$ cat src/rtl/reg_bank_pkg.sv
// reg_bank_pkg: shared types and constants for the register-bank/ULA responder
package reg_bank_pkg;
  localparam int NUM_REGS   = 4;
  localparam int DATA_W     = 16;
  localparam int OUT_W      = 32;
  localparam int MUL_CYCLES = 16;
  typedef enum logic [1:0] {OP_ADD = 2'b00, OP_SUB = 2'b01, OP_MUL = 2'b10, OP_AND = 2'b11} op_e;
  typedef enum logic {IDLE = 1'b0, MUL = 1'b1} state_e;
endpackage

$ cat src/rtl/seq_multiplier.sv
// seq_multiplier: unsigned shift-add multiplier, one partial product per cycle, W cycles per product
module seq_multiplier #(
  parameter int W = 16
) (
  input  logic           clk,
  input  logic           rst,
  input  logic           start,
  input  logic [W-1:0]   a,
  input  logic [W-1:0]   b,
  output logic           done,
  output logic [2*W-1:0] product
);
  localparam int CW = $clog2(W);
  logic [2*W-1:0] mcand_q, mcand_d, acc_q, acc_d, step;
  logic [W-1:0] mplier_q, mplier_d;
  logic [CW-1:0] cnt_q, cnt_d;
  logic run_q, run_d;
  // product is the final step's sum so the caller can register it on the done edge
  always_comb begin
    step     = acc_q + (mplier_q[0] ? mcand_q : '0);
    done     = run_q && cnt_q == CW'(W - 1);
    product  = step;
    run_d    = start ? 1'b1 : done ? 1'b0 : run_q;
    mcand_d  = start ? {W'(0), a} : run_q ? mcand_q << 1 : mcand_q;
    mplier_d = start ? b : run_q ? mplier_q >> 1 : mplier_q;
    acc_d    = start ? '0 : run_q ? step : acc_q;
    cnt_d    = start ? '0 : run_q ? cnt_q + 1'b1 : cnt_q;
  end
  always_ff @(posedge clk) begin
    if (rst) begin
      mcand_q  <= '0;
      mplier_q <= '0;
      acc_q    <= '0;
      cnt_q    <= '0;
      run_q    <= 1'b0;
    end else begin
      mcand_q  <= mcand_d;
      mplier_q <= mplier_d;
      acc_q    <= acc_d;
      cnt_q    <= cnt_d;
      run_q    <= run_d;
    end
  end
endmodule

$ cat src/rtl/reg_bank_ula.sv
// reg_bank_ula: four-entry register file plus ALU responder with registered 32-bit result and valid pulse
module reg_bank_ula
  import reg_bank_pkg::*;
#(
  parameter int DATA_W = 16,
  parameter int OUT_W  = 32
) (
  input  logic              clk,
  input  logic              rst,
  input  logic              valid_reg,
  input  logic [1:0]        addr,
  input  logic [DATA_W-1:0] data_in,
  input  logic              valid_ula,
  input  logic [DATA_W-1:0] A,
  input  logic [1:0]        reg_sel,
  input  logic [1:0]        instru,
  output logic [OUT_W-1:0]  data_out,
  output logic              valid_out,
  output logic              busy
);
  logic [DATA_W-1:0] regs_q [NUM_REGS];
  logic [DATA_W-1:0] regs_d [NUM_REGS];
  state_e state_q, state_d;
  logic [OUT_W-1:0] data_out_q, data_out_d, alu_res;
  logic valid_out_q, valid_out_d, busy_q, busy_d;
  logic [DATA_W-1:0] opnd_r;
  logic [2*DATA_W-1:0] mul_product;
  logic accept, mul_start, mul_done;
  op_e op;
  assign op        = op_e'(instru);
  assign opnd_r    = regs_q[reg_sel];
  assign accept    = valid_ula && state_q == IDLE;
  assign mul_start = accept && op == OP_MUL;
  assign alu_res   = op == OP_ADD ? OUT_W'(A) + OUT_W'(opnd_r) :
                     op == OP_SUB ? OUT_W'(A) - OUT_W'(opnd_r) : OUT_W'(A & opnd_r);
  seq_multiplier #(.W(DATA_W)) u_mul (
    .clk(clk),
    .rst(rst),
    .start(mul_start),
    .a(A),
    .b(opnd_r),
    .done(mul_done),
    .product(mul_product)
  );
  // operand R is read from regs_q, so a same-edge write is seen only by later requests
  always_comb begin
    regs_d = regs_q;
    if (valid_reg) regs_d[addr] = data_in;
    state_d     = state_q == IDLE ? (mul_start ? MUL : IDLE) : (mul_done ? IDLE : MUL);
    valid_out_d = (accept && !mul_start) || (state_q == MUL && mul_done);
    data_out_d  = accept && !mul_start ? alu_res :
                  state_q == MUL && mul_done ? OUT_W'(mul_product) : data_out_q;
    busy_d      = state_d == MUL;
  end
  always_ff @(posedge clk) begin
    if (rst) begin
      regs_q      <= '{default: '0};
      state_q     <= IDLE;
      data_out_q  <= '0;
      valid_out_q <= 1'b0;
      busy_q      <= 1'b0;
    end else begin
      regs_q      <= regs_d;
      state_q     <= state_d;
      data_out_q  <= data_out_d;
      valid_out_q <= valid_out_d;
      busy_q      <= busy_d;
    end
  end
  assign data_out  = data_out_q;
  assign valid_out = valid_out_q;
  assign busy      = busy_q;
endmodule
$ cat config.mk
export PLATFORM = sky130hd
export DESIGN_NAME = reg_bank_ula
export DESIGN_NICKNAME = d
export VERILOG_FILES = /design/src/rtl/reg_bank_pkg.sv /design/src/rtl/seq_multiplier.sv /design/src/rtl/reg_bank_ula.sv
export SDC_FILE = /design/constraint.sdc
export NUM_CORES = 1
export LEC_CHECK = 0
export BUFFER_PORTS_ARGS = -buffer_cell sky130_fd_sc_hd__clkbuf_2
export CAP_MARGIN = 20
export CORE_MARGIN = 3
export CORE_UTILIZATION = 65
export CTS_CLUSTER_SIZE = 8
export DETAILED_ROUTE_END_ITERATION = 8
export HOLD_SLACK_MARGIN = 0.02
export PLACE_DENSITY_LB_ADDON = 0.05
export SLEW_MARGIN = 20
export SYNTH_ARGS = -nofsm -noshare
export SYNTH_HDL_FRONTEND = slang
export SYNTH_SLANG_ARGS = --single-unit
$ cat constraint.sdc
create_clock -name clk -period 5.45 [get_ports clk]
set_clock_uncertainty 0.15 [all_clocks]
set_input_delay 0.2725 -clock clk [delete_from_list [all_inputs] [get_ports clk]]
set_output_delay 0.2725 -clock clk [all_outputs]
set_load 0.02 [all_outputs]
==> results_dict.tcl, run 1 <==
set metrics [dict create \
    synth_edf_count 0 \
    yosysUniqueCellTypes 75 \
    die_w_um 135 \
    routed_wl_mm 29.1 \
    cts-root-buf "clkbuf_16" \
    yosysTopAreaCellShare 0.337 \
    clk_latency_ns 0.45 \
    yosysSeqAreaShare 0.337 \
    hold_viol 0 \
    run_status "complete, but fails checks" \
    ir_worst_vdd_mv 0.243 \
    finalNonFillerCells 1593 \
    final_util 0.755 \
    synth_nets 1425 \
    first_pass_iters 7 \
    antenna_found_initial 0 \
    coreArea_um2 16100 \
    synth_flop_cell "dfxtp_1" \
    dp_cells 1534 \
    wl_per_cell_um 18.3 \
    overflow 0 \
    htree_num_levels 4 \
    critical_path_required_ns 5.67 \
    grt_use_met1 0.431 \
    period_share 0.704 \
    clkSinkCount 183 \
    worst_pin_slew_ns 1.07 \
    drive_gt1_frac 0.123 \
    setup_violations 0 \
    tritoncts "yes" \
    nets 1474 \
    violations "design-rule violations" \
    die_height_um 135 \
    grt_use_met3 0.0583 \
    drcViolationCount 1 \
    grt_pass1_wl_mm 46.8 \
    dpl.hpwl_mm 20.1 \
    cts_buffers 17 \
    hold_class "in -> reg" \
    path_class "reg -> reg" \
    dp_worst_setup_slack_ns 1.47 \
    gp_congestion 0.974 \
    async_reset_ff_frac 0 \
    drt_iter0_drc 807 \
    cts_buffer_depth 2 \
    final_common_cell "nand2_1" \
    row_count 46 \
    viasPerCell 6.07 \
    clk_pin_slew_ns 0.07 \
    power.density_nw_per_um2 262 \
    pin_count 76 \
    ys_ff_latch 183 \
    grt_max_degree 101 \
    portBuffers 75 \
    synthCells 1315 \
    timing.final.ws_setup_ns 1.61 \
    start_kind "flip-flop" \
    cts_setup_buffers 0 \
    power_leakage_nw 4.87 \
    period_minus_slack_ns 3.84 \
    ys_top_cells_by_area "dfxtp_1 34%, ha_1 7.5%, mux2i_1 6.8%" \
    slew_viol_final 0 \
    ys_warn_count 0 \
    netlist_area_um2 10900 \
    layout_common_cells "194 x nand2_1, 182 x dfxtp_1, 144 x nor2_1" \
    synth_top_cell_by_area "dfxtp_1" \
    grt_pass1_vias 9152 \
    dr_total_vias 9662 \
    end_kind "flip-flop" \
    dieArea_um2 18300 \
    busiest_layer "met2" \
    arrival_ns 4.06 \
    maxSlewHeadroom 0.288 \
    final.setup.tns_ns 0 \
    cap_violations 0 \
    critPathMaxFanout 33 \
    fmax_ghz 0.261 \
    ant_nets 0 \
    synthToLayoutAreaGrowth_pct 12.0 \
    hold_ws_ns 0.0286 \
    n_antenna_cell 0 \
    rsz0062_at_grt "no" \
    start_util 0.674 \
    syn_avg_cell_area_um2 8.26 \
    fillers 1274 \
    track_usage 0.320 \
    use_met2 0.523 \
]
synthesized netlist by cell type (4+ instances only):
library cell    n
a311oi_1        6
a211o_1         4
xor2_1         17
dfxtp_1       183
clkbuf_1       63
or3_1           7
a21oi_1       139
buf_1          13
o31ai_1         7
mux2i_1        74
o211ai_1        8
nand2_1       195
nor2_1        144
ha_1           65
and2_1         38
o21ai_0        35
and3_1          5
inv_1          37
o21a_1         12
a211oi_1       47
nand4_1         6
a31oi_1         4
o21ai_1         4
xnor2_1        30
a21o_1         24
o21bai_1       10
mux4_2         16
nor3_2          9
nand2b_1        7
nor3_1         14
nand3_1        17
nor2b_1        12
logic make-up (layout without fill, tap and decap cells):
group                    count (synthesis)  count (layout)  synth area share
AND/OR/NAND/NOR                        471             471             0.196
AO/OA/AOI/OAI                          339             339             0.206
flip-flops                             183             183             0.337
buffers and inverters                  117             179            0.0414
multiplexers                            90              90             0.101
adder cells (fa/ha/maj)                 68              68            0.0804
XOR/XNOR                                47              47            0.0379
cell type report:
cell class / instances / area (um^2) / share of cell area
inverter: 38 / 143 / 0.0117
sequential: 183 / 3670 / 0.302
tap: 216 / 270 / 0.0222
timing repair buffer: 109 / 701 / 0.0576
clock inverter: 14 / 176 / 0.0145
multi-input combinational: 1015 / 6750 / 0.555
clock buffer: 18 / 450 / 0.0370
through the flow:
stage | total power (W) | cell area [um^2]
3_5_place_dp | 0.00188 | 11300
2_1_floorplan | 0.00175 | 10900
3_3_place_gp | 0.00188 | 11300
4_1_cts | 0.00318 | 12200
6_report | 0.00318 | 12200
5_1_grt | 0.00329 | 12200
flip-flops by register name (all words and copies together) (netlist names):
signal,count
u_mul.mcand_q,32
data_out,32
u_mul.cnt_q,4
regs_q,64
u_mul.mplier_q,16
u_mul.run_q,1
busy,1
valid_out,1
u_mul.acc_q,32
worst paths after layout:
path                     start                to  slack [ns]  cells after the start
min                       A[4]  u_mul.mcand_q[4]        0.03                      3
max reg2reg  u_mul.mplier_q[0]      data_out[23]        1.61                     11
min reg2reg          regs_q[0]         regs_q[0]        0.31                      2
max          u_mul.mplier_q[0]      data_out[23]        1.61                     11
power by group:
group	leakage [nW]	internal, W	switching, W
Combinational	3.08	0.000171	0.000283
Sequential	1.49	0.00139	0.0000371
Clock	0.300	0.000688	0.000616
per-layer routing:
layer / share of wire / wire length [um]
met1: 0.44 / 12800
met2: 0.47 / 13600
met3: 0.070 / 2040
met4: 0.025 / 721
met5: 0 / 0
worst max-delay path, stage by stage, from the launching register on:
cell,delay (ns)
dfxtp_1,0.97
and2_1,0.29
ha_1,0.26
a211oi_1,0.30
o21a_2,0.24
a21oi_2,0.08
or3_4,0.44
a211oi_4,0.33
o31ai_1,0.14
xnor2_1,0.29
a21oi_1,0.14
nor3_2,0.11
timing repair:
action | CTS | global route
hold endpoints to repair | 75 | 0
hold buffers | 27 | 0
resized for setup | 0 | 0
Power figures use the tool's default switching activity.
==> run 2: changes to the inputs <==
--- a/config.mk
+++ b/config.mk
@@ -8,7 +8,7 @@
 export BUFFER_PORTS_ARGS = -buffer_cell sky130_fd_sc_hd__clkbuf_2
 export CAP_MARGIN = 20
 export CORE_MARGIN = 3
-export CORE_UTILIZATION = 65
+export CORE_UTILIZATION = 61
 export CTS_CLUSTER_SIZE = 8
 export DETAILED_ROUTE_END_ITERATION = 8
 export HOLD_SLACK_MARGIN = 0.02
==> constraint.sdc (replaced) <==
create_clock -name clk -period 3.9 [get_ports clk]
set_clock_uncertainty 0.15 [all_clocks]
set_input_delay 0.195 -clock clk [delete_from_list [all_inputs] [get_ports clk]]
set_output_delay 0.195 -clock clk [all_outputs]
set_load 0.02 [all_outputs]
==> results_dict.tcl, run 2 (same netlist as run 1, synthesis figures left out) <==
set metrics [dict create \
    run_status "finished, final reports clean" \
    hold_viol 0 \
    arrival_ns 3.69 \
    start_util 0.626 \
    first_pass_iters 5 \
    row_count 48 \
    cts_buffers 17 \
    routed_wl_mm 29.4 \
    setup_violations 0 \
    slew_viol_final 0 \
    synthToLayoutAreaGrowth_pct 13.3 \
    maxSlewHeadroom 0.375 \
    final_common_cell "nand2_1" \
    critPathMaxFanout 9 \
    tritoncts "yes" \
    multiInputGateArea_um2 6760 \
    end_kind "flip-flop" \
    power_leakage_nw 4.95 \
    gp_congestion 0.954 \
    ir_worst_vdd_mv 0.341 \
    start_kind "flip-flop" \
    pin_count 76 \
    final.setup.tns_ns 0 \
    htree_num_levels 4 \
    rsz0062_at_grt "no" \
    worst_pin_slew_ns 0.930 \
    largest_register_ffs 64 \
    coreArea_um2 17400 \
    drcViolationCount 0 \
    r2r_cells 12 \
    drt_iter0_drc 685 \
    power.density_nw_per_um2 364 \
    ant_nets 0 \
    period_share 0.893 \
    die_w_um 139 \
    viasPerCell 5.91 \
    track_usage 0.297 \
    antenna_found_initial 1 \
    path_class "reg -> reg" \
    overflow 0 \
    dpl.hpwl_mm 21.0 \
    nets 1489 \
    grt_max_degree 71 \
    grt_pass1_wl_mm 47.1 \
    dp_worst_setup_slack_ns 0.336 \
    hold_class "in -> reg" \
    regMostFlops "regs_q" \
    rr_endpoint "data_out[30]" \
    period_minus_slack_ns 3.48 \
    dieArea_um2 19400 \
    cts-root-buf "clkbuf_16" \
    cts_buffer_depth 2 \
    endpoint "data_out[30]" \
    r2r_start "u_mul.mplier_q[0]" \
    timing.final.ws_setup_ns 0.416 \
    fmax_ghz 0.287 \
    startpoint "u_mul.mplier_q[0]" \
    rrSetupSlack_ns 0.42 \
    cap_violations 0 \
    portBuffers 75 \
    clk_pin_slew_ns 0.08 \
    die_height_um 139 \
    critical_path_required_ns 4.11 \
    grt_pass1_vias 8967 \
    clk_latency_ns 0.44 \
    fillers 1409 \
    cts_setup_buffers 0 \
    clkSinkCount 183 \
    wl_per_cell_um 18.1 \
    layout_common_cells "194 x nand2_1, 182 x dfxtp_1, 144 x nor2_1" \
    drive_gt1_frac 0.129 \
    dr_total_vias 9555 \
    regArea_um2 3670 \
    p_total_w 0.00448 \
]
-- run 2: cell types whose count changed in the layout (fill, tap and decap cells not counted), sizes merged --
cell	before	now
buf	8	18
bufinv	1	2
clkinv	5	4
clkinvlp	2	0
diode	0	1
dlygate4sd3	27	32
inv	44	46
-- run 2: critical path: stages, from the launching register on --
cell       delay (ns)
dfxtp_1          0.41
and2_1           0.21
ha_1             0.22
fa_1             0.43
a21o_1           0.24
a31o_2           0.29
a31oi_4          0.25
o21ba_4          0.20
o2111ai_2        0.17
a311oi_2         0.32
xnor2_1          0.24
a21oi_1          0.12
nor3_1           0.15
-- run 2: worst min path at each step --
stage / start / end / slack (ns) / cells after the start
2_1_floorplan: data_in[0] / regs_q[0] / 0.18 / 2
3_3_place_gp: regs_q[38] / regs_q[38] / 0.29 / 2
3_5_place_dp: regs_q[29] / regs_q[29] / 0.29 / 2
4_1_cts: addr[1] / regs_q[32] / 0.05 / 4
5_1_grt: addr[1] / regs_q[36] / 0.09 / 4
6_report: addr[1] / regs_q[32] / 0.07 / 4
-- run 2: area by class of cell --
class / instances / area share
Inverter: 38 / 0.0116
Sequential cell: 183 / 0.298
Timing Repair Buffer: 124 / 0.0672
Clock inverter: 14 / 0.0145
Tap cell: 225 / 0.0229
Multi-Input combinational cell: 1015 / 0.550
Antenna cell: 1 / 0.000204
Clock buffer: 18 / 0.0357
-- run 2: timing repair --
action	in CTS	in global routing
hold endpoints to repair	80	0
gates resized for setup	0	0
hold buffers	32	0
-- run 2: where the power goes --
part,total (W),internal [W],switching [W]
combinational,0.000654,0.000249,0.000405
sequential,0.00198,0.00194,0.0000462
clock,0.00184,0.000997,0.000846
-- run 2: stage by stage --
stage | hold WS (ns) | std cells | cell area, um^2 | util
after floorplan | 0.181 | 1315 | 10900 | -
after global placement | 0.290 | 1553 | 11400 | 0.654
after detailed placement | 0.294 | 1553 | 11400 | 0.654
after CTS | 0.0492 | 1617 | 12300 | 0.708
after global routing | 0.0944 | 1618 | 12300 | 0.708
final | 0.0703 | 1618 | 12300 | 0.708
-- run 2: metal layers --
| layer | track usage | part of all wire |
|---|---|---|
| met1 | 0.398 | 0.45 |
| met3 | 0.0519 | 0.052 |
| met4 | 0.0767 | 0.017 |
| met5 | 0 | 0 |
| met2 | 0.498 | 0.48 |
==> run 3: changes to the inputs <==
--- a/config.mk
+++ b/config.mk
@@ -8,11 +8,12 @@
 export BUFFER_PORTS_ARGS = -buffer_cell sky130_fd_sc_hd__clkbuf_2
 export CAP_MARGIN = 20
 export CORE_MARGIN = 3
-export CORE_UTILIZATION = 61
+export CORE_UTILIZATION = 50
 export CTS_CLUSTER_SIZE = 8
 export DETAILED_ROUTE_END_ITERATION = 8
 export HOLD_SLACK_MARGIN = 0.02
 export PLACE_DENSITY_LB_ADDON = 0.05
+export SKIP_LAST_GASP = 1
 export SLEW_MARGIN = 20
 export SYNTH_ARGS = -nofsm -noshare
 export SYNTH_HDL_FRONTEND = slang
==> results_dict.tcl, run 3 (same netlist as run 1, synthesis figures left out) <==
set metrics [dict create \
    period_minus_slack_ns 3.49 \
    critPathMaxFanout 25 \
    swShare 0.295 \
    r2r_cells 11 \
    r2r_start "u_mul.mplier_q[0]" \
    switchingPower_w 0.00130 \
    grt_pass1_vias 9068 \
    cap_violations 0 \
    rr_endpoint "data_out[21]" \
    cts-root-buf "clkbuf_16" \
    grt_max_degree 107 \
    period_share 0.896 \
    portBuffers 75 \
    viasPerCell 5.69 \
    first_pass_iters 5 \
    multiInputGateArea_um2 6760 \
    drcViolationCount 0 \
    largest_register_ffs 64 \
    die_w_um 153 \
    run_status "finished, final reports clean" \
    grt_pass1_wl_mm 49.4 \
    nets 1491 \
    hold_class "in -> reg" \
    gp_congestion 0.908 \
    overflow 0 \
    hold_start "rst" \
    die_height_um 153 \
    hold_end "data_out[2]" \
    cpPeakStageDelay_ns 0.50 \
    end_kind "flip-flop" \
    fmax_ghz 0.286 \
    dieArea_um2 23500 \
    regMostFlops "regs_q" \
    rrSetupSlack_ns 0.41 \
    regArea_um2 3670 \
    ant_nets 0 \
    power_frac_clock 0.400 \
    fillers 2012 \
    power.density_nw_per_um2 357 \
    power_leakage_nw 4.95 \
    startpoint "u_mul.mplier_q[0]" \
    p_seq_frac 0.451 \
    p_int_w 0.00310 \
    dr_total_vias 9508 \
    start_kind "flip-flop" \
    hold_ws_ns 0.0478 \
    cp_common_cell "a21oi_1" \
    wl_per_cell_um 18.2 \
    drt_iter0_drc 686 \
    arrival_ns 3.71 \
    worst_pin_slew_ns 0.892 \
    start_util 0.513 \
    hold_viol 0 \
    worstPathCellList "buf_4, and2_1, ha_1, a21oi_1, o21ai_0, or3_4, a211oi_4, nor2_1, xor2_1, a21oi_1, nor3_2" \
    pin_count 76 \
    critPathSlowestCell "dfxtp_1" \
    synthToLayoutAreaGrowth_pct 13.7 \
    clk_latency_ns 0.45 \
    dpl.hpwl_mm 21.7 \
    path_class "reg -> reg" \
    layout_common_cells "194 x nand2_1, 182 x dfxtp_1, 144 x nor2_1" \
    power_frac_comb 0.149 \
    htree_num_levels 4 \
    maxSlewHeadroom 0.405 \
    rsz0062_at_grt "no" \
    drive_gt1_frac 0.130 \
    final_common_cell "nand2_1" \
    setup_violations 0 \
    antenna_found_initial 1 \
    slew_viol_final 0 \
    critical_path_required_ns 4.12 \
    whs_path_depth 2 \
    clk_pin_slew_ns 0.08 \
    coreArea_um2 21200 \
    cts_resized 0 \
    cts_buffers 17 \
    final.setup.tns_ns 0 \
    tritoncts "yes" \
    ir_worst_vdd_mv 0.309 \
    track_usage 0.258 \
    clkSinkCount 183 \
    routed_wl_mm 30.4 \
    cts_buffer_depth 2 \
    row_count 53 \
]
[run 3: cell count changes in the layout (fill, tap and decap cells not counted), sizes merged]
cell      change
inv           -1
buf           +2
bufinv        -1
clkinv        +1
clkinvlp      +1
[run 3: cell type report]
cell class | instances | area share
multi-input combinational | 1015 | 0.547
sequential | 183 | 0.297
timing repair buffer | 126 | 0.0684
clock buffer | 18 | 0.0348
tap | 275 | 0.0279
clock inverter | 14 | 0.0129
inverter | 38 | 0.0116
antenna | 1 | 0.000203
[run 3: how the worst max path moves through the flow]
stage | depth (start not counted) | end | slack [ns]
4_1_cts | 11 | data_out[21] | 0.41
2_1_floorplan | 13 | data_out[24] | 0.21
5_1_grt | 11 | data_out[21] | 0.18
3_3_place_gp | 13 | data_out[15] | 0.32
6_report | 11 | data_out[21] | 0.41
3_5_place_dp | 13 | data_out[15] | 0.27
[run 3: power groups by stage]
| stage | clock network (W) | logic (W) | registers (W) |
|---|---|---|---|
| 2_1_floorplan | 0 | 0.000408 | 0.00204 |
| 3_3_place_gp | 0 | 0.000620 | 0.00203 |
| 3_5_place_dp | 0 | 0.000625 | 0.00203 |
| 4_1_cts | 0.00180 | 0.000653 | 0.00199 |
| 5_1_grt | 0.00187 | 0.000720 | 0.00200 |
| 6_report | 0.00176 | 0.000655 | 0.00199 |
[run 3: routing by layer]
metal	part of all wire	track usage
met5	0	0
met4	0.023	0.0694
met3	0.046	0.0374
met2	0.46	0.419
met1	0.47	0.363
[run 3: timing repair]
item / 4_1_cts / 5_1_grt
buffers inserted: 0 / 0
hold endpoints to repair: 80 / 0
hold buffers: 32 / 0
[run 3: critical path, delay by kind of cell (launching register included)]
family                   cells  cell delay [ns]
AO/OA/AOI/OAI                4             0.93
XOR/XNOR                     1             0.30
adder cells (fa/ha/maj)      1             0.28
buffers and inverters        1             0.32
flip-flops                   1             0.50
AND/OR/NAND/NOR              4             0.93
[run 3: metrics by stage]
step | power, W | cells | util | instance area (um^2) | setup WS (ns)
floorplan | 0.00245 | 1315 | - | 10900 | 0.211
global placement | 0.00265 | 1605 | 0.540 | 11400 | 0.323
detailed placement | 0.00266 | 1605 | 0.540 | 11400 | 0.272
CTS | 0.00445 | 1669 | 0.583 | 12300 | 0.409
global route | 0.00458 | 1670 | 0.584 | 12300 | 0.184
finish | 0.00441 | 1670 | 0.584 | 12300 | 0.406
